[src/rtl/front_panel_sync_pkg.sv]
// Shared constants for the front panel synchronizer:
// debounce lengths, FSM encoding and key priority indices.
package front_panel_sync_pkg;

  localparam int DEBOUNCE_CYCLES_SIM = 4;
  localparam int DEBOUNCE_CYCLES_HW  = 100000;

  localparam logic [0:0] ST_IDLE = 1'b0;
  localparam logic [0:0] ST_HELD = 1'b1;

  // Lower index wins when several keys are pressed.
  localparam int K_CLEAR     = 0;
  localparam int K_ADDR_LOAD = 1;
  localparam int K_EXTD_ADDR = 2;
  localparam int K_DEP       = 3;
  localparam int K_EXAM      = 4;
  localparam int K_CONT      = 5;
  localparam int NKEYS       = 6;

  function automatic logic [NKEYS-1:0] prio_sel(
    input logic [NKEYS-1:0] p
  );
    return p & (~p + NKEYS'(1));
  endfunction

endpackage

[src/rtl/sw_debounce.sv]
// Two-flop synchronizer followed by a saturating
// stable-sample debouncer for one front panel input.
module sw_debounce #(
  parameter int   DEBOUNCE_CYCLES = 4,
  parameter logic INIT            = 1'b1
) (
  input  logic clk,
  input  logic resetn,
  input  logic raw,
  output logic level
);

  localparam int CW = $clog2(DEBOUNCE_CYCLES + 1);

  logic [1:0]    sync;
  logic [1:0]    vld;
  logic [CW-1:0] cnt;

  // Reset-preloaded sync flops are not real samples; vld
  // holds off counting until the pipeline has refilled.
  always_ff @(posedge clk or negedge resetn) begin
    if (!resetn) begin
      sync  <= 2'b11;
      vld   <= 2'b00;
      cnt   <= '0;
      level <= INIT;
    end else begin
      sync <= {sync[0], raw};
      vld  <= {vld[0], 1'b1};
      if (!vld[1] || sync[1] == level) begin
        cnt <= '0;
      end else if (cnt == CW'(DEBOUNCE_CYCLES)) begin
        level <= sync[1];
        cnt   <= '0;
      end else begin
        cnt <= cnt + CW'(1);
      end
    end
  end

endmodule

[src/rtl/front_panel_sync.sv]
// Front panel key/switch conditioning: debounce all inputs
// and turn momentary key presses into one-clk commands.
module front_panel_sync
  import front_panel_sync_pkg::*;
#(
  parameter int DEBOUNCE_CYCLES = DEBOUNCE_CYCLES_SIM
) (
  input  logic clk,
  input  logic resetn,
  input  logic run,
  input  logic contn,
  input  logic examn,
  input  logic depn,
  input  logic addr_loadn,
  input  logic extd_addrn,
  input  logic clearn,
  input  logic haltn,
  input  logic single_stepn,
  output logic cont_p,
  output logic exam_p,
  output logic dep_p,
  output logic addr_load_p,
  output logic extd_addr_p,
  output logic clear_p,
  output logic halt,
  output logic single_step,
  output logic reject_p
);

  logic [NKEYS-1:0] key_raw;
  logic [NKEYS-1:0] key_lvl;
  logic [NKEYS-1:0] pressed;
  logic [NKEYS-1:0] cmd;
  logic             halt_lvl;
  logic             step_lvl;
  logic [0:0]       state;
  logic             reject;

  assign key_raw = {contn, examn, depn,
                    extd_addrn, addr_loadn, clearn};

  for (genvar i = 0; i < NKEYS; i++) begin : g_key
    sw_debounce #(
      .DEBOUNCE_CYCLES(DEBOUNCE_CYCLES),
      .INIT           (1'b1)
    ) u_key (
      .clk   (clk),
      .resetn(resetn),
      .raw   (key_raw[i]),
      .level (key_lvl[i])
    );
  end

  sw_debounce #(
    .DEBOUNCE_CYCLES(DEBOUNCE_CYCLES),
    .INIT           (1'b0)
  ) u_halt (
    .clk   (clk),
    .resetn(resetn),
    .raw   (haltn),
    .level (halt_lvl)
  );

  sw_debounce #(
    .DEBOUNCE_CYCLES(DEBOUNCE_CYCLES),
    .INIT           (1'b1)
  ) u_step (
    .clk   (clk),
    .resetn(resetn),
    .raw   (single_stepn),
    .level (step_lvl)
  );

  assign pressed = ~key_lvl;

  always_ff @(posedge clk or negedge resetn) begin
    if (!resetn) begin
      state  <= ST_IDLE;
      cmd    <= '0;
      reject <= 1'b0;
    end else begin
      cmd    <= '0;
      reject <= 1'b0;
      unique case (state)
        ST_IDLE: begin
          if (|pressed) begin
            state <= ST_HELD;
            if (run) reject <= 1'b1;
            else     cmd    <= prio_sel(pressed);
          end
        end
        ST_HELD: begin
          if (!(|pressed)) state <= ST_IDLE;
        end
      endcase
    end
  end

  assign clear_p     = cmd[K_CLEAR];
  assign addr_load_p = cmd[K_ADDR_LOAD];
  assign extd_addr_p = cmd[K_EXTD_ADDR];
  assign dep_p       = cmd[K_DEP];
  assign exam_p      = cmd[K_EXAM];
  assign cont_p      = cmd[K_CONT];
  assign reject_p    = reject;
  assign halt        = ~halt_lvl;
  assign single_step = ~step_lvl;

endmodule

[config.mk]
export PLATFORM = sky130hd
export DESIGN_NAME = front_panel_sync
export DESIGN_NICKNAME = d
export VERILOG_FILES = /design/src/rtl/front_panel_sync_pkg.sv /design/src/rtl/sw_debounce.sv /design/src/rtl/front_panel_sync.sv
export SDC_FILE = /design/constraint.sdc
export NUM_CORES = 1
export LEC_CHECK = 0
export ABC_AREA = 1
export BUFFER_PORTS_ARGS = -buffer_cell sky130_fd_sc_hd__buf_2
export CAP_MARGIN = 20
export CORE_MARGIN = 1
export CORE_UTILIZATION = 59
export DETAILED_ROUTE_END_ITERATION = 8
export PLACE_DENSITY = 0.85
export SLEW_MARGIN = 20
export SYNTH_ARGS = -nofsm -noshare
export SYNTH_HDL_FRONTEND = slang
export SYNTH_SLANG_ARGS = --single-unit
[constraint.sdc]
create_clock -name clk -period 1.27 [get_ports clk]
set_clock_uncertainty 0.05 [all_clocks]
set_input_delay 0 -clock clk [delete_from_list [all_inputs] [get_ports clk]]
set_output_delay 0 -clock clk [all_outputs]
set_load 0.02 [all_outputs]
==> results by group, run 1 <==
GRT
  – GRT met1 Usage: 24.27%
  – Number of global-route vias before repair: 1,712
  – Largest net degree at the start of global routing: 59
  – GRT Total Usage: 22.28%
  – Met3 usage: 9.797%
  – Met2 Use GR: 38.00%
  – Total global routing overflow: 0
  – First-pass GRT wire length: 6955 um
  – Most Used Layer, Global Route: met2
  – Initial antenna violation count: 0

Detailed routing
  – DRC: 0
  – Routed Antenna Nets: 0
  – Vias/cell: 4.716
  – Vias post-DR: 1,712
  – Detailed Route Iter0 Violations: 92
  – DRT Pass-1 Iters: 4
  – DR WL/cell: 11.11 um
  – Detailed Route WL: 4034 um

Placed design
  – Hpwl dp: 2899 um
  – Pre-CTS setup slack: 175.4 ps
  – GP Congestion: 0.7193
  – IO buf count: 19

Timing
  – Final hold violation count: 0
  – Final WS setup: 147.0 ps
  – Fmax: 0.8905 GHz
  – Unrepaired setup endpoints after global routing: false
  – Final Max Slew Viols: 0
  – Final period utilization: 88.43%
  – Min Tclk post-route: 1123 ps
  – Setup violators final: 0
  – Final setup TNS: 0 ps

Critical path
  – Req. time, crit path: 1220 ps
  – Crit. End Element: output port
  – Crit path launch type: flop
  – Arr. time, crit path: 1070 ps
  – Max FO, Critical Path: 3
  – Flop2flop setup slack: 180 ps
  – Crit path kind: reg2out

Clock tree
  – Maximum buffer depth of the clock tree: 2
  – Post-CTS sizing: 0
  – Clock sink count: 58
  – Clk slew on worst S/H paths: 70 ps
  – Cts bufs inserted: 9
  – CTS tree: yes
  – CTS H-Tree Depth: 3
  – Worst-Skew Late Latency: 330 ps
  – Root Driver: clkbuf_8

Floorplanning
  – Ports: 20
  – Die W: 67.39 um
  – Die Area: 0.004541 sq mm
  – Core area: 0.004058 sq mm
  – Die height: 67.39 um
  – Initial Util: 62.16%
  – Site Rows: 23

Logic synthesis
  – Cell area after synthesis: 0.002522 sq mm
  – Sequential area share after synthesis: 58.68%
  – Synth Net Count: 293
  – Flops & latches, synth: 58
  – Synth Warn #: 0
  – Syn Inst Count: 266
  – Synth Area per Inst: 9.483 sq um
  – Post-synthesis cell type count: 16

Power
  – VDD IR max: 0.8817 mV
  – P_leak: 1.477 nW
  – Power Density: 1235 mW/mm^2
  – Total power draw: 0.003679 W

Cells and area
  – Antenna fix cells: 0
  – Area of the multi-input gates: 805.8 sq um
  – Share of layout cells above drive strength 1: 22.68%
  – Area Overhead vs Synth: 18.06%
  – Nets: 335
  – Filler cell count in the final layout: 287
  – Reg area: 0.001480 sq mm

Job
  – Max-cap viol count: 0

Worst hold path
  – HP Class: in2async

Run status
  – Outcome: completed
==> Yosys cell counts <==
| master | instances | area [sq um] |
|---|---|---|
| a21oi_1 | 1 | 5.000 |
| buf_6 | 1 | 11.26 |
| conb_1 | 1 | 3.750 |
| dfrtp_1 | 35 | 875.8 |
| dfstp_2 | 23 | 604.3 |
| ha_1 | 16 | 200.2 |
| inv_1 | 56 | 210.2 |
| inv_2 | 1 | 3.750 |
| inv_8 | 1 | 11.26 |
| nand2_1 | 65 | 244.0 |
| nand2_2 | 1 | 6.260 |
| nand3_1 | 17 | 85.08 |
| nor2_1 | 28 | 105.1 |
| nor2_4 | 9 | 101.4 |
| nor3_1 | 3 | 15.01 |
| o21ai_1 | 8 | 40.04 |
==> critical path, cell delays in order (launching register included) <==
cell	delay, ps
dfstp_2	520
inv_1	70
buf_2	160
==> cell usage in the layout, fill, tap and decap left out, types with 2 or more instances in the layout <==
| cell type | count |
|---|---|
| buf_2 | 19 |
| buf_4 | 2 |
| clkbuf_1 | 2 |
| clkbuf_8 | 11 |
| clkinv_2 | 3 |
| dfrtp_1 | 35 |
| dfstp_2 | 23 |
| dlygate4sd3_1 | 10 |
| ha_1 | 16 |
| inv_1 | 56 |
| nand2_1 | 65 |
| nand3_1 | 17 |
| nor2_1 | 28 |
| nor2_4 | 9 |
| nor3_1 | 3 |
| o21ai_1 | 8 |
==> repair_timing <==
action,4_1_cts,5_1_grt
hold endpoints to repair,73,0
setup buffers,0,0
hold buffers,10,0
==> layer usage <==
metal  vias to the layer above  wire, um
met4                         0        54
li1                        871         -
met2                        23      2064
met5                         -         0
met3                         7       157
met1                       811      1758
==> state kept, by name (all words and copies together), names as in the netlist, 2 cells and up <==
name               cells
g_key.u_key.level      6
u_halt.cnt             3
u_step.sync            2
g_key.u_key.sync      12
u_halt.sync            2
u_step.cnt             3
cmd                    6
g_key.u_key.cnt       18
==> logic make-up after synthesis <==
logic type | count (synthesis) | share of synthesized area, %
adder cells (fa/ha/maj) | 16 | 7.936
buffers and inverters | 59 | 9.375
AO/OA/AOI/OAI | 9 | 1.786
flip-flops | 58 | 58.68
other | 1 | 0.1487
AND/OR/NAND/NOR | 123 | 22.07
==> final cells by class <==
| type | count | area share [%] |
|---|---|---|
| Sequential cell | 58 | 49.71 |
| Multi-Input combinational cell | 149 | 27.06 |
| Timing Repair Buffer | 32 | 7.731 |
| Inverter | 58 | 7.563 |
| Clock buffer | 13 | 5.336 |
| Tap cell | 50 | 2.101 |
| Clock inverter | 3 | 0.5042 |
==> stage by stage <==
stage / std cells / instance area, sq um / utilization, % / hold WS (ps)
after floorplan: 266 / 2522 / - / -345.6
after global placement: 337 / 2704 / 66.64 / -33.52
final: 363 / 2978 / 73.39 / 132.6
after detailed placement: 337 / 2704 / 66.64 / -27.15
after global routing: 363 / 2978 / 73.39 / 176.1
after CTS: 363 / 2978 / 73.39 / 138.6
==> report_power, final <==
group	total, W	internal (W)	switching (W)
logic	0.000235	0.0000927	0.000142
clock network	0.00146	0.000805	0.000658
registers	0.00198	0.00194	0.0000389
total	0.00368	0.00284	0.000839
==> path summary, 6_finish.rpt <==
kind | to | start | cells after the start
hold / removal | g_key[2].u_key.cnt[2]$_DFF_PN0_ | resetn | 3
min in group clk | g_key[1].u_key.sync[0]$_DFF_PN1_ | addr_loadn | 2
max in group asynchronous | u_step.level$_DFFE_PN1P_ | resetn | 3
hold reg to reg | g_key[0].u_key.vld[1]$_DFF_PN0_ | u_step.vld[0]$_DFF_PN0_ | 0
setup / recovery | single_step | u_step.level$_DFFE_PN1P_ | 2
setup reg to reg | g_key[5].u_key.level$_DFFE_PN1P_ | g_key[5].u_key.cnt[0]$_DFF_PN0_ | 6
No activity file was read; power rests on OpenSTA's default activity.
==> run 2: changes to the inputs <==
GPL_TIMING_DRIVEN = 0   (was not set)
==> run 2 against run 1 <==
Sequential power about the same. Critical path depth increased by 4. Count of clock-buffer cells in the layout decreased by 3. Power increased by 10%. Clock power increased by 27%. First-iteration DRC count decreased by 32%.
==> results by group, run 2 (synthesis results as in run 1) <==
Run status
  – Outcome: completed (unchanged)

Detailed routing
  – Routed Antenna Nets: 0 (unchanged)
  – Vias post-DR: 1,671 (was 1,712)
  – Detailed Route Iter0 Violations: 63 (was 92)
  – Vias/cell: 4.629 (was 4.716)
  – DRT Pass-1 Iters: 4 (unchanged)
  – Detailed Route WL: 3900 um (was 4034 um)
  – DR WL/cell: 10.80 um (was 11.11 um)
  – DRC: 0 (unchanged)

Cells and area
  – Largest Register: g_key.u_key.cnt (unchanged)
  – Top flop regs: g_key.u_key.cnt (18), g_key.u_key.sync (12) (unchanged)
  – Area Overhead vs Synth: 18.95% (was 18.06%)
  – Filler cell count in the final layout: 280 (was 287)
  – Nets: 333 (was 335)
  – Most frequent cells in the layout: 65 x nand2_1, 56 x inv_1, 35 x dfrtp_1 (unchanged)
  – Antenna fix cells: 0 (unchanged)
  – Most common cell after layout, fill and taps aside: nand2_1 (unchanged)
  – Non-Filler Instances: 361 (was 363)
  – Reg area: 0.001480 sq mm (unchanged)
  – Max reg flops: 18 (unchanged)
  – Area of the multi-input gates: 805.8 sq um (unchanged)
  – Share of layout cells above drive strength 1: 22.83% (was 22.68%)

Timing
  – Final period utilization: 88.24% (was 88.43%)
  – Worst slew pin tran: 693.4 ps
  – Final hold violation count: 0 (unchanged)
  – Min Tclk post-route: 1121 ps (was 1123 ps)
  – Rel. slew slack: 53.77%
  – Setup violators final: 0 (unchanged)
  – Final Max Slew Viols: 0 (unchanged)
  – Unrepaired setup endpoints after global routing: false (unchanged)
  – Fmax: 0.8924 GHz (was 0.8905 GHz)
  – Final setup TNS: 0 ps (unchanged)

Critical path
  – Worst Reg-to-Reg Cells: 6 (unchanged)
  – Arr. time, crit path: 1330 ps (was 1070 ps)
  – Crit. End Element: flop (was output port)
  – Req. time, crit path: 1480 ps (was 1220 ps)
  – Crit path kind: reg2reg (was reg2out)
  – Max FO, Critical Path: 3 (unchanged)
  – Crit path launch type: flop (unchanged)

GRT
  – GRT Total Usage: 20.21% (was 22.28%)
  – Initial antenna violation count: 0 (unchanged)
  – Number of global-route vias before repair: 1,562 (was 1,712)
  – Total global routing overflow: 0 (unchanged)
  – Largest net degree at the start of global routing: 59 (unchanged)
  – First-pass GRT wire length: 6361 um (was 6955 um)

Job
  – Max-cap viol count: 0 (unchanged)

Clock tree
  – Clk slew on worst S/H paths: 70 ps (about the same)
  – Maximum buffer depth of the clock tree: 2 (unchanged)
  – Worst-Skew Late Latency: 330 ps (about the same)
  – Cts hold-fix bufs: 10 (unchanged)
  – Cts bufs inserted: 9 (unchanged)
  – CTS H-Tree Depth: 3 (unchanged)
  – Post-CTS sizing: 0 (unchanged)
  – Post-CTS setup buffer count: 0 (unchanged)
  – Root Driver: clkbuf_8 (unchanged)
  – CTS tree: yes (unchanged)
  – Clock sink count: 58 (unchanged)

Floorplanning
  – Die Area: 0.004541 sq mm (unchanged)
  – Site Rows: 23 (unchanged)
  – Ports: 20 (unchanged)
  – Initial Util: 62.16% (unchanged)
  – Die W: 67.39 um (unchanged)
  – Core area: 0.004058 sq mm (unchanged)
  – Die height: 67.39 um (unchanged)

Placed design
  – Hpwl dp: 2617 um (was 2899 um)
  – Placed instance count: 335 (was 337)
  – GP Congestion: 0.7911 (was 0.7193)
  – IO buf count: 19 (unchanged)

Worst hold path
  – HP Class: in2async (unchanged)

Power
  – P_leak: 1.487 nW (was 1.477 nW)
  – VDD IR max: 1.002 mV (was 0.8817 mV)
  – Power Density: 1350 mW/mm^2 (was 1235 mW/mm^2)
run 2: cell types whose count changed in the layout (fill, tap and decap cells not counted):
cell / change
buf_4: -1
clkbuf_1: -2
bufinv_16: +2
buf_2: -1
clkbuf_8: -1
buf_12: -1
buf_6: +1
clkinv_2: +1
run 2: where the power goes:
part | internal, W | switching [W] | leakage, nW
clock network | 0.00114 | 0.000703 | 0.116
logic | 0.0000854 | 0.000137 | 0.660
registers | 0.00194 | 0.0000389 | 0.711
run 2: routing by layer:
layer | track usage (%) | vias to the layer above | routed length [um]
met5 | 0 | - | 0
met4 | 10.11 | 0 | 78
met3 | 8.784 | 6 | 153
met2 | 33.38 | 23 | 1890
met1 | 22.04 | 777 | 1777
li1 | - | 865 | -
run 2: cell type report:
class	count	area share, %
plain buffers	1	0.3753
clock buffers	10	4.587
clock inverters	6	2.669
inverters	58	7.506
multi-input cells	149	26.86
flip-flops and latches	58	49.33
well taps	50	2.085
repair buffers	29	6.589
run 2: stage by stage:
stage	setup WS [ps]	total power, W	utilization, %	hold WS (ps)	area [sq um]
4_1_cts	136.3	0.004096	73.94	219.3	3000
6_report	149.4	0.004050	73.94	200.5	3000
5_1_grt	47.68	0.004215	73.94	244.4	3000
3_5_place_dp	184.8	0.002214	66.11	45.56	2683
3_3_place_gp	134.2	0.002201	66.05	54.63	2680
2_1_floorplan	272.5	0.002124	-	-345.6	2522
run 2: worst paths after layout:
check,start,endpoint,slack (ps)
worst max register to register,g_key[0].u_key.cnt[0]$_DFF_PN0_,g_key[0].u_key.level$_DFFE_PN1P_,150
min in group clk,extd_addrn,g_key[2].u_key.sync[0]$_DFF_PN1_,260
max in group asynchronous,resetn,g_key[4].u_key.cnt[1]$_DFF_PN0_,510
worst min register to register,u_step.vld[0]$_DFF_PN0_,g_key[0].u_key.vld[1]$_DFF_PN0_,310
worst max-delay path,g_key[0].u_key.cnt[0]$_DFF_PN0_,g_key[0].u_key.level$_DFFE_PN1P_,150
worst min-delay path,resetn,u_halt.cnt[1]$_DFF_PN0_,200
run 2: critical path, cell delays in order, from the launching register on:
cell and delay [ps]:
dfrtp_1 390, inv_1 80, ha_1 160, nand2_1 120
nor2_4 120, nand2_1 60, o21ai_1 90
